==> src/rtl/serial_subtractor.sv <==
// Digit-serial WIDTH-bit subtractor: dif = a - b - bin, retiring DIGIT bits per clock.
// Operands enter on an in_valid/in_ready handshake; results leave on out_valid/out_ready.
module serial_subtractor #(
  parameter int unsigned WIDTH = 8,
  parameter int unsigned DIGIT = 1
) (
  input  logic             clk,
  input  logic             rst_n,
  input  logic             in_valid,
  output logic             in_ready,
  input  logic [WIDTH-1:0] a,
  input  logic [WIDTH-1:0] b,
  input  logic             bin,
  output logic             out_valid,
  input  logic             out_ready,
  output logic [WIDTH-1:0] dif,
  output logic             bor,
  output logic             ovf,
  output logic             zero
);

  localparam int unsigned NDIG  = WIDTH / DIGIT;
  localparam int unsigned CNT_W = (NDIG > 1) ? $clog2(NDIG) : 1;

  // Reject illegal WIDTH/DIGIT combinations at elaboration
  generate
    if (WIDTH < 1 || DIGIT < 1 || DIGIT > WIDTH || (WIDTH % DIGIT) != 0) begin : g_bad_param
      $error("serial_subtractor: illegal WIDTH/DIGIT combination");
    end
  endgenerate

  typedef enum logic [1:0] {
    S_IDLE = 2'd0,
    S_BUSY = 2'd1,
    S_DONE = 2'd2
  } state_e;

  state_e             state_q, state_d;
  logic [CNT_W-1:0]   cnt_q, cnt_d;
  logic [WIDTH-1:0]   a_sh_q, a_sh_d;
  logic [WIDTH-1:0]   b_sh_q, b_sh_d;
  logic [WIDTH-1:0]   res_q, res_d;
  logic               br_q, br_d;
  logic               a_msb_q, a_msb_d;
  logic               b_msb_q, b_msb_d;
  logic               in_ready_q, in_ready_d;
  logic               out_valid_q, out_valid_d;
  logic [WIDTH-1:0]   dif_q, dif_d;
  logic               bor_q, bor_d;
  logic               ovf_q, ovf_d;
  logic               zero_q, zero_d;
  logic               ai, bi, di;

  // Next-state: handshake control plus the DIGIT-wide chain of full-subtractor cells
  always_comb begin
    state_d     = state_q;
    cnt_d       = cnt_q;
    a_sh_d      = a_sh_q;
    b_sh_d      = b_sh_q;
    res_d       = res_q;
    br_d        = br_q;
    a_msb_d     = a_msb_q;
    b_msb_d     = b_msb_q;
    out_valid_d = out_valid_q;
    dif_d       = dif_q;
    bor_d       = bor_q;
    ovf_d       = ovf_q;
    zero_d      = zero_q;
    ai          = 1'b0;
    bi          = 1'b0;
    di          = 1'b0;

    case (state_q)
      S_IDLE: begin
        if (in_valid && in_ready_q) begin
          a_sh_d  = a;
          b_sh_d  = b;
          br_d    = bin;
          a_msb_d = a[WIDTH-1];
          b_msb_d = b[WIDTH-1];
          cnt_d   = '0;
          state_d = S_BUSY;
        end
      end
      S_BUSY: begin
        // Bits are retired low to high; each result bit enters the result register at the MSB
        for (int unsigned i = 0; i < DIGIT; i++) begin
          ai     = a_sh_d[0];
          bi     = b_sh_d[0];
          di     = ai ^ bi ^ br_d;
          br_d   = (~ai & bi) | (~(ai ^ bi) & br_d);
          res_d  = (res_d >> 1) | (WIDTH'(di) << (WIDTH - 1));
          a_sh_d = a_sh_d >> 1;
          b_sh_d = b_sh_d >> 1;
        end
        cnt_d = cnt_q + CNT_W'(1);
        if (cnt_q == CNT_W'(NDIG - 1)) begin
          dif_d       = res_d;
          bor_d       = br_d;
          ovf_d       = (a_msb_q != b_msb_q) && (res_d[WIDTH-1] != a_msb_q);
          zero_d      = (res_d == '0);
          out_valid_d = 1'b1;
          state_d     = S_DONE;
        end
      end
      S_DONE: begin
        if (out_ready) begin
          out_valid_d = 1'b0;
          state_d     = S_IDLE;
        end
      end
      default: state_d = S_IDLE;
    endcase

    // Ready only while the next state is IDLE, so DONE never accepts on its exit edge
    in_ready_d = (state_d == S_IDLE);
  end

  // State and output registers; reset aborts any operation in flight
  always_ff @(posedge clk or negedge rst_n) begin
    if (!rst_n) begin
      state_q     <= S_IDLE;
      cnt_q       <= '0;
      a_sh_q      <= '0;
      b_sh_q      <= '0;
      res_q       <= '0;
      br_q        <= 1'b0;
      a_msb_q     <= 1'b0;
      b_msb_q     <= 1'b0;
      in_ready_q  <= 1'b0;
      out_valid_q <= 1'b0;
      dif_q       <= '0;
      bor_q       <= 1'b0;
      ovf_q       <= 1'b0;
      zero_q      <= 1'b0;
    end else begin
      state_q     <= state_d;
      cnt_q       <= cnt_d;
      a_sh_q      <= a_sh_d;
      b_sh_q      <= b_sh_d;
      res_q       <= res_d;
      br_q        <= br_d;
      a_msb_q     <= a_msb_d;
      b_msb_q     <= b_msb_d;
      in_ready_q  <= in_ready_d;
      out_valid_q <= out_valid_d;
      dif_q       <= dif_d;
      bor_q       <= bor_d;
      ovf_q       <= ovf_d;
      zero_q      <= zero_d;
    end
  end

  assign in_ready  = in_ready_q;
  assign out_valid = out_valid_q;
  assign dif       = dif_q;
  assign bor       = bor_q;
  assign ovf       = ovf_q;
  assign zero      = zero_q;

endmodule

==> config.mk <==
export PLATFORM = sky130hd
export DESIGN_NAME = serial_subtractor
export DESIGN_NICKNAME = d
export VERILOG_FILES = /design/src/rtl/serial_subtractor.sv
export SDC_FILE = /design/constraint.sdc
export NUM_CORES = 1
export LEC_CHECK = 0
export ABC_AREA = 0
export CAP_MARGIN = 20
export CORE_MARGIN = 3
export CORE_UTILIZATION = 47
export CTS_CLUSTER_SIZE = 28
export DETAILED_ROUTE_END_ITERATION = 6
export PLACE_DENSITY = 0.81
export SLEW_MARGIN = 10
export SYNTH_ARGS = -nofsm -noshare
export SYNTH_HDL_FRONTEND = slang
export SYNTH_SLANG_ARGS = --single-unit
==> constraint.sdc <==
create_clock -name clk -period 1.55 [get_ports clk]
set_clock_uncertainty 0.1 [all_clocks]
set_input_delay 0.31 -clock clk [delete_from_list [all_inputs] [get_ports clk]]
set_output_delay 0.31 -clock clk [all_outputs]
set_load 0.03 [all_outputs]
==> results of run 1 <==
==> routing by layer <==
| layer | share of wire | vias to the layer above |
|---|---|---|
| met3 | 0.063 | 4 |
| met1 | 0.44 | 759 |
| met5 | 0 | - |
| met4 | 0.0096 | 0 |
| li1 | - | 742 |
| met2 | 0.48 | 54 |
==> worst reg2reg max path: cells and delay by family (launching register included) <==
family / cells / cell delay, ns
fa+ha+maj: 1 / 0.47
flops: 1 / 0.40
mux: 1 / 0.26
buf+inv: 2 / 0.23
==> cell families (layout without fill, tap and decap cells) <==
group	after synthesis	after routing	share of synthesized area
DFF	44	44	0.558
and+or+nand+nor	54	55	0.138
muxes	9	9	0.0571
buffers and inverters	17	67	0.0476
AOI/OAI and AO/OA	53	53	0.176
adders and majority gates	3	3	0.0228
==> flip-flops by register name, summed over array words and instances, names as in the netlist, 2 cells and up <==
register,count
b_sh_q,8
a_sh_q,8
state_q,2
cnt_q,3
res_q,7
dif,8
==> power by group <==
part / internal, µW / switching (µW)
Sequential: 1640 / 408
Combinational: 1100 / 1270
Clock: 356 / 373
==> cells in the final DEF (no fill, tap or decap), types with 2 or more instances in the layout <==
cell              n
inv_1             4
buf_4            18
o21ai_0           3
o21ai_1           2
clkbuf_8          6
clkdlybuf4s50_1  19
mux2_2            6
a22o_1            3
clkinv_2          2
and2_1            8
o22ai_1          17
mux2_4            3
o2bb2ai_1         6
a21oi_1          13
inv_2             2
a31oi_1           6
nand2_1          33
nor2b_1           2
dfrtp_1          43
dlygate4sd2_1    12
nor2_1            2
==> how the worst min path moves through the flow <==
stage | start | to | slack, ns | cells past startpoint
after floorplan | rst_n | a_msb_q$_DFFE_PN0P_ | -0.09 | 0
after global placement | rst_n | a_sh_q[5]$_DFFE_PN0P_ | 0.20 | 2
after detailed placement | rst_n | a_sh_q[4]$_DFFE_PN0P_ | 0.21 | 2
after CTS | bor$_DFFE_PN0P_ | bor$_DFFE_PN0P_ | 0.39 | 2
after global routing | a_sh_q[5]$_DFFE_PN0P_ | a_sh_q[5]$_DFFE_PN0P_ | 0.40 | 1
final | a_sh_q[3]$_DFFE_PN0P_ | a_sh_q[3]$_DFFE_PN0P_ | 0.39 | 1
==> per-stage QoR <==
step           TNS (ns)  hold WS, ns  total power (µW)
6_report        -0.0219        0.389              5140
5_1_grt          -0.216        0.403              5490
4_1_cts               0        0.388              5050
3_5_place_dp      -2.29        0.205              4380
3_3_place_gp     -0.813        0.201              4290
2_1_floorplan         0      -0.0856              3560
==> area by class of cell <==
class | instances | share of cell area
inverter | 6 | 0.00881
clock inverter | 2 | 0.00392
sequential | 44 | 0.431
tap | 48 | 0.0235
timing repair buffer | 53 | 0.186
multi-input combinational | 120 | 0.314
clock buffer | 6 | 0.0323
==> repair_timing <==
item	CTS	global route
gates resized for setup	18	6
buffers inserted	0	2
pin swaps	1	1
hold buffers	1	0
gates cloned	1	0
hold endpoints to repair	44	0
setup endpoints to repair	20	10
==> flow_summary.yaml, run 1 <==
outcome:
  status: "finished, violations left"
  violations: "setup timing"
synth:
  netlist.area_leader.share: 0.558
  avgSynthCellArea_um2: 11.0
  synthTopCellsByCount: "dfrtp_1 (44), nand2_1 (33), o22ai_1 (17)"
  syn_inst: 180
  yosysWarnings: 0
  ys_types: 28
  synth_edf_count: 0
  yosys_most_used_dff: "dfrtp_1"
  syn-cell-area_um2: 1970
  synth-seq-cells: 44
  synthArstFlopShare: 1.00
  yosysMostFrequentCell: "dfrtp_1"
  synth.area.top_cells: "dfrtp_1 (56%), nand2_1 (6.3%), o22ai_1 (5.4%)"
  synth_fp_nets: 204
  yosysTopAreaCell: "dfrtp_1"
  yosysSeqAreaShare: 0.558
cts:
  cts_tree: "done"
  cts_buffer_depth: 2
  root_buffer: "clkbuf_8"
  clk_pin_slew_ns: 0.08
  cts_buffers: 5
  insertion_delay_ns: 0.29
  numClockSinks: 44
  h-tree-depth: 2
critical_path:
  max_stage_delay_ns: 0.47
  path_cells: "inv_2 > fa_2 > buf_4 > mux2_4"
  path_delay_family: "adder cells"
  cp.arrival_ns: 1.65
  cp_slowest_cell: "fa_2"
  r2r_start: "br_q$_DFFE_PN0P_"
  critPathCapture: "dif[7]$_DFFE_PN0P_"
  r2r_slack_ns: -0.02
  cp.depth: 4
  critPathBufInv: 2
  crit_type: "flop to flop"
  critPathCaptureType: "flop"
  start_kind: "flop"
  cp-startpoint: "br_q$_DFFE_PN0P_"
  cp_max_fo: 4
  required_ns: 1.63
  ff2ff_path_depth: 4
  worstReg2RegEnd: "dif[7]$_DFFE_PN0P_"
final_layout:
  utilization: 0.663
  stdcell_count: 279
  num_antenna_cells: 0
  design_area_um2: 2550
  nNetsFinal: 254
  seq_area_um2: 1100
  area_delta_synth_final_pct: 29.6
  n_fill_cell: 305
  multiInputGateArea_um2: 802
  drive_above_1_share: 0.208
die:
  num_rows: 22
  core_um2: 3850
  die_area_um2: 5010
  pin_count: 34
  fp.dieH_um: 70.8
  fp.dieW_um: 70.8
  start_util: 0.512
global_routing:
  busiest_layer: "met2"
  grt_max_degree: 45
  grt_pass1_wl_um: 7000
  gr-usage-met1: 0.228
  antenna_found_initial: 0
  grt.overflow.total: 0
  grt_use_met3: 0.0483
  grt_pass1_vias: 1513
  track_usage: 0.174
  use_met2: 0.284
route:
  via_count: 1559
  drc: 0
  drtIter0Drc: 116
  via_per_inst: 5.59
  wl_per_cell_um: 15.0
  detailedRoute.firstPassIterationCount: 7
  ant_nets: 0
  drt_wl_total_um: 4180
placement:
  numPortBuffers: 33
  dp_cells: 267
  dpl.hpwl_um: 2810
  gp_congestion: 0.812
  post_dp_cell_area_um2: 2430
  pre_cts_ws_ns: -0.201
sta:
  fin_crit_ns: 1.57
  max_freq_mhz: 636
  worstMarginPinSlew_ns: 0.368
  finalSetupViolations: 1
  layout_setup_ws_ns: -0.0219
  rsz0062_at_grt: "true"
  slew-limit-headroom: 0.754
  hold_viol: 0
  slew_violations: 0
  fin_crit_sh: 1.01
job:
  cap_violations: 0
power:
  ir_drop_mv: 1.01
  leakage_uw: 0.00121
  power.density_nw_per_um2: 2010
hold_path:
  hold_class: "flop to flop"
No activity file was read; power rests on OpenSTA's default activity.
==> run 2, diff against run 1 <==
- CORE_MARGIN: 3 -> not set
- GPL_ROUTABILITY_DRIVEN: not set -> 0
==> run 2 against run 1 <==
- the flow still finishes with violations (setup timing)
- hold slack worse by 0.0059 ns
- combinational power hardly changed
- count of clock-buffer cells in the layout stayed put
- clock power is 8.9% lower
- sequential cell count stayed put
- sequential power hardly changed
- cell count is 0.36% higher
- core utilization is 2.0 points lower
- total power is 0.84% lower
- register-to-register slack hardly changed
- setup slack worse by 0.012 ns
- critical endpoint is now ovf$_DFFE_PN0P_
- largest cell class unchanged
- highest routed layer unchanged
==> flow_summary.yaml, run 2 (synthesis results as in run 1) <==
final_layout:
  area_delta_synth_final_pct: 30.4
  layout_common_cells: "dfrtp_1 (42), nand2_1 (33), clkdlybuf4s50_1 (19)"
  stdcell_count: 280
  design_area_um2: 2570
  drive_above_1_share: 0.217
  nNetsFinal: 254
  multiInputGateArea_um2: 831
  mostFrequentLayoutCell: "dfrtp_1"
  seq_area_um2: 1100
  num_antenna_cells: 0
  n_fill_cell: 317
critical_path:
  critPathCaptureType: "flop"
  required_ns: 1.67
  cp_max_fo: 5
  start_kind: "flop"
  crit_type: "flop to flop"
  cp.arrival_ns: 1.71
die:
  fp.dieW_um: 66.8
  die_area_um2: 4460
  num_rows: 23
  fp.dieH_um: 66.8
  pin_count: 34
  core_um2: 4000
  start_util: 0.493
sta:
  slew_violations: 0
  hold_viol: 0
  max_freq_mhz: 631
  rsz0062_at_grt: "true"
  finalSetupViolations: 1
  fin_crit_ns: 1.58
  worstMarginPinSlew_ns: 0.305
  layout_setup_ws_ns: -0.0338
  fin_crit_sh: 1.02
  slew-limit-headroom: 0.795
cts:
  h-tree-depth: 2
  insertion_delay_ns: 0.29
  clk_pin_slew_ns: 0.07
  cts_buffers: 5
  cts_buffer_depth: 2
  root_buffer: "clkbuf_8"
  cts_tree: "done"
  numClockSinks: 44
global_routing:
  grt_max_degree: 45
  track_usage: 0.197
  antenna_found_initial: 0
  grt_pass1_vias: 1438
  grt.overflow.total: 0
  grt_pass1_wl_um: 6490
power:
  switching_share: 0.400
  clkPwrFrac: 0.130
  power_uw: 5100
  ir_drop_mv: 0.969
  p_int_uw: 3060
  power.density_nw_per_um2: 1980
  p_seq_frac: 0.402
  combPwrFrac: 0.468
  leakage_uw: 0.00123
  p_switching_uw: 2040
outcome:
  violations: "setup timing"
  status: "finished, violations left"
route:
  ant_nets: 0
  wl_per_cell_um: 14.3
  detailedRoute.firstPassIterationCount: 4
  drc: 0
  drt_wl_total_um: 4020
  drtIter0Drc: 116
  via_count: 1495
  via_per_inst: 5.34
placement:
  numPortBuffers: 33
  dpl.hpwl_um: 2720
  dp_cells: 270
  pre_cts_ws_ns: -0.217
  post_dp_cell_area_um2: 2440
hold_path:
  hold_class: "flop to flop"
job:
  cap_violations: 0
[run 2: cell types whose count changed in the layout (fill, tap and decap cells not counted), sizes merged]
cell	change
clkinv	-1
clkdlybuf4s15	-1
dlygate4sd2	+1
[run 2: per-layer routing]
metal | vias up | share of wire | GRT usage
met5 | - | 0 | 0
met4 | 0 | 0.013 | 0.0665
met3 | 5 | 0.052 | 0.0565
met2 | 37 | 0.46 | 0.292
met1 | 703 | 0.48 | 0.276
li1 | 750 | - | -
[run 2: through the flow]
| stage | hold WS [ns] | util | setup TNS, ns |
|---|---|---|---|
| after floorplan | -0.0856 | - | 0 |
| after global placement | 0.203 | 0.609 | -1.27 |
| after detailed placement | 0.206 | 0.609 | -2.33 |
| after CTS | 0.382 | 0.628 | 0 |
| after global routing | 0.398 | 0.643 | -0.170 |
| final | 0.383 | 0.643 | -0.0338 |
[run 2: critical path, cell delays in order, from the launching register on]
cell     delay, ns
dfrtp_1       0.37
inv_2         0.05
fa_2          0.65
nor2b_4       0.17
a21oi_2       0.05
o21ai_1       0.12
[run 2: layout make-up]
class                           count  area share
Clock inverter                      1     0.00195
Inverter                            6     0.00876
Sequential cell                    44       0.429
Timing Repair Buffer               53       0.184
Clock buffer                        6      0.0282
Multi-Input combinational cell    120       0.323
Tap cell                           50      0.0243
[run 2: worst paths after layout]
kind | start | cells past startpoint | endpoint | slack, ns
min in group asynchronous | rst_n | 3 | dif[5]$_DFFE_PN0P_ | 0.42
hold / removal | a_sh_q[4]$_DFFE_PN0P_ | 1 | a_sh_q[4]$_DFFE_PN0P_ | 0.38
hold reg to reg | a_sh_q[4]$_DFFE_PN0P_ | 1 | a_sh_q[4]$_DFFE_PN0P_ | 0.38
setup reg to reg | b_sh_q[0]$_DFFE_PN0P_ | 5 | ovf$_DFFE_PN0P_ | -0.03
max in group asynchronous | rst_n | 3 | state_q[0]$_DFF_PN0_ | 0.71
setup / recovery | b_sh_q[0]$_DFFE_PN0P_ | 5 | ovf$_DFFE_PN0P_ | -0.03
[run 2: power by group through the flow]
stage               Sequential [µW]  Combinational, µW  Clock, µW
global route                   2120               2620        728
detailed placement             2030               2350          0
CTS                            2010               2270        686
global placement               2010               2280          0
floorplan                      2200               1370          0
finish                         2050               2380        664
[run 2: what timing repair did]
item,CTS,global route
cloned,0,1
pin swaps,1,3
endpoints found under the setup margin,20,16
hold endpoints to repair,44,0
hold buffers,1,0
setup buffers,0,1
gates resized for setup,17,10
